### config.mk
export PLATFORM = sky130hd
export DESIGN_NAME = ring_osc_meas_sched
export DESIGN_NICKNAME = d
export VERILOG_FILES = /design/src/rtl/ring_osc_meas_sched.sv
export SDC_FILE = /design/constraint.sdc
export NUM_CORES = 1
export LEC_CHECK = 0
export CORE_UTILIZATION = 56
export CTS_BUF_LIST = sky130_fd_sc_hd__clkbuf_4 sky130_fd_sc_hd__clkbuf_8
export DETAILED_ROUTE_END_ITERATION = 10
export GPL_TIMING_DRIVEN = 0
export PLACE_DENSITY_LB_ADDON = 0.2
export SYNTH_ARGS = -nofsm -noshare
export SYNTH_HDL_FRONTEND = slang
export SYNTH_SLANG_ARGS = --single-unit
### constraint.sdc
create_clock -name clk -period 4.5 [get_ports clk]
set_input_delay 0.9 -clock clk [delete_from_list [all_inputs] [get_ports clk]]
set_output_delay 0.9 -clock clk [all_outputs]
set_load 0.05 [all_outputs]
### src/rtl/ring_osc_meas_sched.sv
// Ring-oscillator bank sequencer: enables one ring at a time, lets it settle, then counts prescaled edges over a gate window.
// Back-to-back scan of all rings is built only when RO_AUTO_SCAN_EN is defined; otherwise auto_scan is ignored.
`timescale 1ns/100ps
module ring_osc_meas_sched #(
  parameter int N_OSC      = 12,
  parameter int CNT_W      = 16,
  parameter int GATE_W     = 16,
  parameter int SETTLE_CYC = 16,
  parameter int PRESC_LOG2 = 4
) (
  input  logic              clk,
  input  logic              rst,
  input  logic              start,
  input  logic              abort,
  input  logic [3:0]        osc_sel,
  input  logic [GATE_W-1:0] gate_cycles,
  input  logic              auto_scan,
  input  logic [N_OSC-1:0]  osc_in,
  output logic [N_OSC-1:0]  osc_en,
  output logic              busy,
  output logic              done,
  output logic [CNT_W-1:0]  count,
  output logic [3:0]        count_idx,
  output logic              ovf,
  output logic              err
);

  localparam int IDX_W = 4;
  localparam int SET_W = $clog2(SETTLE_CYC + 1);
  localparam logic [IDX_W-1:0] LAST_IDX    = IDX_W'(N_OSC - 1);
  localparam logic [SET_W-1:0] SETTLE_LAST = SET_W'(SETTLE_CYC - 1);
  localparam logic [CNT_W-1:0] CNT_MAX     = {CNT_W{1'b1}};

  typedef enum logic [1:0] {
    ST_IDLE    = 2'd0,
    ST_SETTLE  = 2'd1,
    ST_MEASURE = 2'd2,
    ST_REPORT  = 2'd3
  } state_t;

  state_t              state_r, state_s;
  logic [IDX_W-1:0]    cur_idx_r, cur_idx_s;
  logic [GATE_W-1:0]   gate_lat_r, gate_lat_s;
  logic [GATE_W-1:0]   gate_cnt_r, gate_cnt_s;
  logic [SET_W-1:0]    settle_cnt_r, settle_cnt_s;
  logic [CNT_W-1:0]    edge_cnt_r, edge_cnt_s;
  logic                ovf_acc_r, ovf_acc_s;
  logic [N_OSC-1:0]    osc_en_r, osc_en_s;
  logic                busy_r, busy_s;
  logic                done_r, done_s;
  logic [CNT_W-1:0]    count_r, count_s;
  logic [IDX_W-1:0]    count_idx_r, count_idx_s;
  logic                ovf_r, ovf_s;
  logic                err_r, err_s;
  logic                scan_req_s;
  logic [15:0]         osc_pad_s;
  logic                sel_osc_s;
  logic                ring_rst_s;
  logic                ring_msb_s;
  logic [1:0]          sync_r;
  logic                ev_d_r;
  logic                ev_s;

`ifdef RO_AUTO_SCAN_EN
  logic scan_r, scan_s;
  assign scan_req_s = auto_scan;
`else
  logic unused_auto_scan_s;
  assign unused_auto_scan_s = auto_scan;
  assign scan_req_s         = 1'b0;
`endif

  for (genvar i = 0; i < 16; i++) begin : g_pad
    if (i < N_OSC) begin : g_ring
      assign osc_pad_s[i] = osc_in[i];
    end else begin : g_tie
      assign osc_pad_s[i] = 1'b0;
    end
  end

  assign sel_osc_s  = osc_pad_s[cur_idx_r];
  assign ring_rst_s = rst | ~(|osc_en_r);

  // Ring-clocked prescaler, held cleared whenever no ring is enabled.
  if (PRESC_LOG2 == 0) begin : g_no_presc
    assign ring_msb_s = sel_osc_s;
  end else begin : g_presc
    logic [PRESC_LOG2-1:0] presc_r;
    always_ff @(posedge sel_osc_s or posedge ring_rst_s) begin
      if (ring_rst_s) presc_r <= {PRESC_LOG2{1'b0}};
      else            presc_r <= presc_r + PRESC_LOG2'(1);
    end
    assign ring_msb_s = presc_r[PRESC_LOG2-1];
  end

  // Two-flop synchroniser into clk plus rising-edge detector.
  always_ff @(posedge clk or posedge rst) begin
    if (rst) begin
      sync_r <= 2'b00;
      ev_d_r <= 1'b0;
    end else begin
      sync_r <= {sync_r[0], ring_msb_s};
      ev_d_r <= sync_r[1];
    end
  end
  assign ev_s = sync_r[1] & ~ev_d_r;

  // Next-state and next-output logic; abort overrides every transition.
  always_comb begin
    state_s      = state_r;
    cur_idx_s    = cur_idx_r;
    gate_lat_s   = gate_lat_r;
    gate_cnt_s   = gate_cnt_r;
    settle_cnt_s = settle_cnt_r;
    edge_cnt_s   = edge_cnt_r;
    ovf_acc_s    = ovf_acc_r;
    count_s      = count_r;
    count_idx_s  = count_idx_r;
    ovf_s        = ovf_r;
    err_s        = err_r;
    done_s       = 1'b0;
`ifdef RO_AUTO_SCAN_EN
    scan_s       = scan_r;
`endif
    if (abort) begin
      state_s = ST_IDLE;
    end else begin
      case (state_r)
        ST_IDLE: begin
          if (start && !scan_req_s && (osc_sel > LAST_IDX)) begin
            err_s       = 1'b1;
            count_s     = {CNT_W{1'b0}};
            count_idx_s = osc_sel;
            done_s      = 1'b1;
          end else if (start) begin
            err_s        = 1'b0;
            ovf_s        = 1'b0;
            cur_idx_s    = scan_req_s ? {IDX_W{1'b0}} : osc_sel;
            gate_lat_s   = gate_cycles;
            settle_cnt_s = {SET_W{1'b0}};
            state_s      = ST_SETTLE;
`ifdef RO_AUTO_SCAN_EN
            scan_s       = scan_req_s;
`endif
          end else begin
            state_s = ST_IDLE;
          end
        end
        ST_SETTLE: begin
          if (settle_cnt_r == SETTLE_LAST) begin
            gate_cnt_s = gate_lat_r;
            edge_cnt_s = {CNT_W{1'b0}};
            ovf_acc_s  = 1'b0;
            state_s    = ST_MEASURE;
          end else begin
            settle_cnt_s = settle_cnt_r + SET_W'(1);
          end
        end
        ST_MEASURE: begin
          // A zero-length window skips edge counting entirely.
          if (gate_cnt_r != {GATE_W{1'b0}}) begin
            gate_cnt_s = gate_cnt_r - GATE_W'(1);
            if (ev_s && (edge_cnt_r == CNT_MAX)) begin
              ovf_acc_s = 1'b1;
            end else if (ev_s) begin
              edge_cnt_s = edge_cnt_r + CNT_W'(1);
            end else begin
              edge_cnt_s = edge_cnt_r;
            end
          end else begin
            gate_cnt_s = gate_cnt_r;
          end
          if (gate_cnt_r <= GATE_W'(1)) state_s = ST_REPORT;
          else                          state_s = ST_MEASURE;
        end
        ST_REPORT: begin
          count_s     = edge_cnt_r;
          count_idx_s = cur_idx_r;
          ovf_s       = ovf_acc_r;
          done_s      = 1'b1;
`ifdef RO_AUTO_SCAN_EN
          if (scan_r && (cur_idx_r != LAST_IDX)) begin
            cur_idx_s    = cur_idx_r + IDX_W'(1);
            settle_cnt_s = {SET_W{1'b0}};
            state_s      = ST_SETTLE;
          end else begin
            scan_s  = 1'b0;
            state_s = ST_IDLE;
          end
`else
          state_s = ST_IDLE;
`endif
        end
        default: begin
          state_s = ST_IDLE;
        end
      endcase
    end
    if ((state_s == ST_SETTLE) || (state_s == ST_MEASURE)) osc_en_s = N_OSC'(1) << cur_idx_s;
    else                                                   osc_en_s = {N_OSC{1'b0}};
    busy_s = (state_s != ST_IDLE);
  end

  // State and registered-output update.
  always_ff @(posedge clk or posedge rst) begin
    if (rst) begin
      state_r      <= ST_IDLE;
      cur_idx_r    <= {IDX_W{1'b0}};
      gate_lat_r   <= {GATE_W{1'b0}};
      gate_cnt_r   <= {GATE_W{1'b0}};
      settle_cnt_r <= {SET_W{1'b0}};
      edge_cnt_r   <= {CNT_W{1'b0}};
      ovf_acc_r    <= 1'b0;
      osc_en_r     <= {N_OSC{1'b0}};
      busy_r       <= 1'b0;
      done_r       <= 1'b0;
      count_r      <= {CNT_W{1'b0}};
      count_idx_r  <= {IDX_W{1'b0}};
      ovf_r        <= 1'b0;
      err_r        <= 1'b0;
`ifdef RO_AUTO_SCAN_EN
      scan_r       <= 1'b0;
`endif
    end else begin
      state_r      <= state_s;
      cur_idx_r    <= cur_idx_s;
      gate_lat_r   <= gate_lat_s;
      gate_cnt_r   <= gate_cnt_s;
      settle_cnt_r <= settle_cnt_s;
      edge_cnt_r   <= edge_cnt_s;
      ovf_acc_r    <= ovf_acc_s;
      osc_en_r     <= osc_en_s;
      busy_r       <= busy_s;
      done_r       <= done_s;
      count_r      <= count_s;
      count_idx_r  <= count_idx_s;
      ovf_r        <= ovf_s;
      err_r        <= err_s;
`ifdef RO_AUTO_SCAN_EN
      scan_r       <= scan_s;
`endif
    end
  end

  assign osc_en    = osc_en_r;
  assign busy      = busy_r;
  assign done      = done_r;
  assign count     = count_r;
  assign count_idx = count_idx_r;
  assign ovf       = ovf_r;
  assign err       = err_r;

endmodule

==> flow_summary_export.csv, run 1 <==
group,metric,value,unit
run_status,outcome,"finished, final reports clean",
drt,viasPerCell,6.07,
timing,slew_headroom,0.374,
die,dieHeight,96.3,um
logic_synthesis,synth_nets,545,
critical_path,setup.worst_path.end_class,"register",
placed_design,dp_hpwl,8.33,mm
clock_network,path_clk_slew,0.11,ns
logic_synthesis,asyncSetResetFlopFracSynth,1.00,
drt,dr.pass1.iters,5,
worst_hold_path,whs_path_depth,0,
logic_synthesis,synth.most_common_cell,"dfrtp_1",
drt,drt_iter0_markers,241,
logic_synthesis,synth_edf_count,0,
drt,ant_nets,0,
clock_network,postCtsHoldBufs,0,
logic_synthesis,seq_area_frac_synth,0.517,
timing,fmax,0.330,GHz
timing,holdWs,0.360,ns
final_layout,syn_to_final_growth,21.8,%
drt,num_vias,4199,
drt,drc_errors,0,
die,initial_core_util,0.574,
drt,drt-total-wl,11.6,mm
final_layout,nNetsFinal,628,
global_routing,grt_pass1_vias,3917,
timing,finalMaxSlewViolations,0,
power,power.density,348,nW/um^2
logic_synthesis,synth_warnings,0,
critical_path,rr_worst_depth,9,
critical_path,rrSetupSlack,1.47,ns
flow_run,cap_viol_max_count,0,
timing,setup_tns,0,ns
timing,fin_crit,3.03,ns
clock_network,clk_path_buf_depth,2,
final_layout,antenna_cells,0,
logic_synthesis,synth_top_area_frac,0.517,
global_routing,grt.total_usage,0.266,
die,die-area,9280,um^2
global_routing,grt_overflow,0,
logic_synthesis,ys_ff_latch,103,
timing,rsz0062_at_grt,"false",
global_routing,grt_antenna_before_repair,0,
worst_hold_path,min_path_type,"reg -> reg",
critical_path,r2r_start,"gate_cnt_r[6]$_DFFE_PP0P_",
die,ioPinCount,73,
timing,hold_viol,0,
clock_network,cts_buffers,9,
logic_synthesis,synth.distinct_cells,52,
critical_path,crit_path_max_fanout,10,
logic_synthesis,synthTopCellsByCount,"103 x dfrtp_1, 56 x nand2_1, 45 x o21ai_0",
logic_synthesis,synthFlopType,"dfrtp_1",
timing,untimed_endpoints,5,
timing,unclocked_regs,4,
critical_path,worstSetupPathType,"reg -> reg",
logic_synthesis,synthCells,496,
worst_hold_path,hold_start,"sync_r[0]$_DFF_PP0_",
placed_design,globalplace.congestion,0.885,
placed_design,io_buffers,71,
die,fp-row-count,34,
final_layout,fillCellCount,720,
critical_path,worstReg2RegEnd,"osc_en[4]$_DFF_PP0_",
logic_synthesis,synth_area_leaders,"dfrtp_1 52%, o21ai_0 4.5%, nand2_1 4.2%",
clock_network,cts-root-buf,"clkbuf_8",
critical_path,cp-start-kind,"register",
die,core_area,8680,um^2
clock_network,cts_tree,"done",
clock_network,post_cts_resized,0,
timing,timing.final.crit_share,0.673,
power,max-vdd-ir-drop,213,uV
clock_network,cts_setup_buffers,0,
global_routing,grt_max_degree,68,
timing,setup_viol,0,
timing,worst_slew_pin_slew,0.932,ns
global_routing,grt_pass1_wl,18.8,mm
critical_path,worstPathRequired,4.80,ns
power,p_total,2110,uW
critical_path,crit_arrival,3.33,ns
clock_network,clk_latency,0.38,ns
final_layout,drive_gt1_frac,0.0942,
die,die_w,96.3,um
clock_network,cts_max_level,3,
logic_synthesis,synth_largest_area_cell,"dfrtp_1",
drt,wl_per_cell,16.7,um
logic_synthesis,avgSynthCellArea,10.0,um^2
power,cellLeakagePower,0.00253,uW
timing,finClkSkew,0.00812,ns
worst_hold_path,hold_path_end,"sync_r[1]$_DFF_PP0_",
logic_synthesis,syn_area,4980,um^2
-- area by class of cell --
type | count | area (um^2) | area share
Inverter | 21 | 81.3 | 0.0134
Clock inverter | 7 | 81.3 | 0.0134
Timing Repair Buffer | 72 | 738 | 0.122
Sequential cell | 103 | 2580 | 0.425
Buffer | 26 | 108 | 0.0177
Clock buffer | 9 | 124 | 0.0204
Tap cell | 108 | 135 | 0.0223
Multi-Input combinational cell | 346 | 2230 | 0.367
-- where the power goes --
group	internal (uW)	switching [uW]	total, uW
registers	988	70.8	1060
logic	191	281	472
clock network	222	359	581
-- how the worst max path moves through the flow --
stage | slack (ns) | endpoint | depth (start not counted) | start
floorplan | 1.01 | busy$_DFF_PP0_ | 1 | rst
global placement | -0.50 | count[6]$_DFFE_PP0P_ | 2 | rst
detailed placement | 1.16 | gate_lat_r[11]$_DFFE_PP0P_ | 6 | abort
CTS | 1.52 | osc_en[4]$_DFF_PP0_ | 9 | gate_cnt_r[6]$_DFFE_PP0P_
global route | 1.29 | gate_cnt_r[8]$_DFFE_PP0P_ | 10 | state_r[1]$_DFF_PP0_
finish | 1.47 | osc_en[4]$_DFF_PP0_ | 9 | gate_cnt_r[6]$_DFFE_PP0P_
-- layout by cell type, fill, tap and decap left out, drive strengths merged, types with 2 or more instances in the layout --
cell / instances
a211oi: 2
a21boi: 2
a21o: 6
a21oi: 22
and3: 5
and4: 3
buf: 5
clkbuf: 31
clkdlybuf4s50: 71
clkinv: 4
dfrtp: 103
ha: 12
inv: 24
mux2: 17
mux2i: 11
mux4: 3
nand2: 56
nand2b: 5
nand3: 16
nand3b: 2
nand4: 5
nor2: 30
nor3: 20
nor4: 8
o2111ai: 8
o211ai: 2
o21ai: 46
o22ai: 9
o31ai: 13
o32ai: 4
or2: 5
or3: 5
or4: 14
-- kinds of logic after synthesis --
kind of cell | synth area share
AO/OA/AOI/OAI | 0.157
XOR/XNOR | 0.00352
adder cells (fa/ha/maj) | 0.0301
buffers and inverters | 0.0374
flip-flops | 0.517
multiplexers | 0.0748
AND/OR/NAND/NOR | 0.180
-- flip-flops by register name, indices dropped and copies added (netlist names) --
| register | flops |
|---|---|
| sync_r | 2 |
| edge_cnt_r | 16 |
| done | 1 |
| busy | 1 |
| gate_lat_r | 16 |
| ovf | 1 |
| ev_d_r | 1 |
| err | 1 |
| settle_cnt_r | 5 |
| count | 16 |
| g_presc.presc_r | 4 |
| osc_en | 12 |
| gate_cnt_r | 16 |
| ovf_acc_r | 1 |
| state_r | 2 |
| cur_idx_r | 4 |
| count_idx | 4 |
-- critical path, stage by stage (launching register included) --
cell and delay (ns):
dfrtp_1 0.44, or4_1 0.52, buf_2 0.19, or4_4 0.51, buf_2 0.22, o21ai_0 0.20, nand3_1 0.14, ha_1 0.35
nand3_1 0.17, nor3_1 0.20
-- per-layer routing --
| layer | up-vias | share of wire | track usage | routed length, um |
|---|---|---|---|---|
| li1 | 1978 | - | - | - |
| met5 | - | 0 | 0 | 0 |
| met2 | 127 | 0.50 | 0.431 | 5810 |
| met3 | 14 | 0.048 | 0.0585 | 559 |
| met4 | 0 | 0.012 | 0.0760 | 136 |
| met1 | 2080 | 0.44 | 0.359 | 5050 |
-- through the flow --
| step | cell area [um^2] | cells | setup slack, ns | utilization |
|---|---|---|---|---|
| finish | 6070 | 692 | 1.47 | 0.700 |
| CTS | 6070 | 692 | 1.52 | 0.700 |
| global placement | 5830 | 675 | -0.500 | 0.672 |
| detailed placement | 5870 | 676 | 1.16 | 0.676 |
| global route | 6070 | 692 | 1.29 | 0.700 |
| floorplan | 4980 | 496 | 1.01 | - |
Power figures use the tool's default switching activity.
==> run 2: changes to the inputs <==
- clock period: 4.5 -> 3.1 ns (I/O delays scaled with it)
==> flow_summary_export.csv, run 2 (synthesis gave the netlist of run 1 again) <==
group,metric,value,unit
run_status,outcome,"finished, final reports clean",
timing,timing.final.crit_share,0.946,
power,clkPwrFrac,0.274,
power,cellLeakagePower,0.00254,uW
timing,hold_viol,0,
clock_network,cts_max_level,3,
timing,rsz0062_at_grt,"false",
drt,ant_nets,0,
drt,wl_per_cell,16.4,um
global_routing,grt.total_usage,0.260,
power,p_sw,982,uW
drt,viasPerCell,5.99,
placed_design,dp.cells,677,
die,fp-row-count,34,
drt,drt-total-wl,11.4,mm
power,intPower,2100,uW
die,initial_core_util,0.574,
flow_run,cap_viol_max_count,0,
placed_design,io_buffers,71,
final_layout,fin_cells,694,
timing,setup_ws,0.168,ns
critical_path,crit_arrival,3.21,ns
critical_path,worstPathRequired,3.38,ns
placed_design,globalplace.congestion,0.857,
critical_path,crit_path_max_fanout,10,
clock_network,postCtsHoldBufs,0,
final_layout,syn_to_final_growth,22.8,%
critical_path,setup.worst_path.end_class,"register",
clock_network,cts-root-buf,"clkbuf_8",
clock_network,cts_buffers,9,
die,dieHeight,96.3,um
timing,fmax,0.341,GHz
clock_network,clk_path_buf_depth,2,
timing,setup_tns,0,ns
timing,unclocked_regs,4,
clock_network,clk_latency,0.37,ns
timing,fin_crit,2.93,ns
clock_network,path_clk_slew,0.10,ns
die,ioPinCount,73,
global_routing,grt_overflow,0,
power,seq_power_share,0.498,
final_layout,final_cell_mix,"103 x dfrtp_1, 71 x clkdlybuf4s50_1, 56 x nand2_1",
power,p_sw_frac,0.319,
drt,dr.pass1.iters,5,
worst_hold_path,min_path_type,"reg -> reg",
drt,drt_iter0_markers,213,
critical_path,worstSetupPathType,"reg -> reg",
placed_design,dp_hpwl,8.26,mm
drt,num_vias,4157,
final_layout,drive_gt1_frac,0.108,
timing,worst_slew_pin_slew,0.986,ns
die,core_area,8680,um^2
global_routing,grt_pass1_vias,3878,
final_layout,utilization,0.705,
placed_design,dp_slack,0.0640,ns
drt,drc_errors,0,
clock_network,cts_tree,"done",
final_layout,antenna_cells,0,
critical_path,cp-start-kind,"register",
global_routing,grt_max_degree,37,
die,die-area,9280,um^2
power,combPwrFrac,0.227,
timing,setup_viol,0,
timing,slew_headroom,0.337,
timing,finalMaxSlewViolations,0,
final_layout,nNetsFinal,630,
global_routing,grt_pass1_wl,18.5,mm
die,die_w,96.3,um
timing,untimed_endpoints,5,
final_layout,final_common_cell,"dfrtp_1",
power,max-vdd-ir-drop,314,uV
power,power.density,503,nW/um^2
global_routing,grt_antenna_before_repair,0,
timing,finClkSkew,0.0133,ns
-- run 2: cell count changes in the layout (fill, tap and decap cells not counted), moves of 2 or more --
cell        delta
inv_8          -2
clkinv_2       +2
clkinv_8       -2
buf_12         +2
nand3_1        -2
nand3_2        +2
clkinvlp_4     +2
-- run 2: timing repair --
| action | CTS | global route |
|---|---|---|
| setup buffers | 0 | 1 |
| setup endpoints to repair | 0 | 15 |
| gates resized for setup | 0 | 7 |
-- run 2: stage by stage --
stage / hold WS [ns] / power, uW / instance area (um^2)
after floorplan: 0.331 / 2000 / 4990
after global placement: 0.335 / 2210 / 5830
after detailed placement: 0.335 / 2250 / 5880
after CTS: 0.356 / 3070 / 6080
after global routing: 0.381 / 3220 / 6120
final: 0.355 / 3080 / 6120
-- run 2: final cells by class --
cell class	instances	area, um^2
sequential	103	2580
fill	647	2560
multi-input combinational	346	2260
timing repair buffer	74	758
tap	108	135
clock buffer	9	124
buffer	26	109
inverter	21	82.6
clock inverter	7	73.8
-- run 2: worst max-delay path, stage by stage (launching register included) --
cell and delay (ns):
dfrtp_1 0.43, or4_1 0.50, buf_2 0.19, or4_4 0.51, buf_2 0.22, o21ai_1 0.17, nand3_1 0.19, ha_4 0.36
nand3_2 0.11, nor3_1 0.17
-- run 2: layer usage --
metal	wire length [um]	share of wire	vias up	GRT usage
met5	0	0	-	0
met4	213	0.019	0	0.0882
met3	498	0.044	19	0.0379
met2	5560	0.49	111	0.418
met1	5100	0.45	2043	0.363
li1	-	-	1984	-
-- run 2: path summary, 6_finish.rpt --
kind	slack (ns)	startpoint	endpoint	depth (start not counted)
hold reg to reg	0.35	sync_r[0]$_DFF_PP0_	sync_r[1]$_DFF_PP0_	0
hold / removal	0.35	sync_r[0]$_DFF_PP0_	sync_r[1]$_DFF_PP0_	0
setup reg to reg	0.17	gate_cnt_r[6]$_DFFE_PP0P_	osc_en[6]$_DFF_PP0_	9
setup / recovery	0.17	gate_cnt_r[6]$_DFFE_PP0P_	osc_en[6]$_DFF_PP0_	9
min in group asynchronous	0.74	rst	count_idx[1]$_DFFE_PP0P_	2
max in group asynchronous	1.52	rst	edge_cnt_r[13]$_DFFE_PP0P_	4
-- run 2: power by group through the flow --
stage          combinational (uW)  clock [uW]  sequential, uW
2_1_floorplan                 345           0            1660
3_3_place_gp                  659           0            1550
3_5_place_dp                  687           0            1560
4_1_cts                       690         848            1540
5_1_grt                       762         909            1550
6_report                      700         844            1530
==> run 3: changes to the inputs <==
- CTS_BUF_LIST: sky130_fd_sc_hd__clkbuf_4 sky130_fd_sc_hd__clkbuf_8 -> sky130_fd_sc_hd__clkbuf_2 sky130_fd_sc_hd__clkbuf_4 sky130_fd_sc_hd__clkbuf_8
- GPL_ROUTABILITY_DRIVEN: not set -> 0
==> results of run 3 <==
The final DEF is identical to that of run 2; final timing and power are the same.
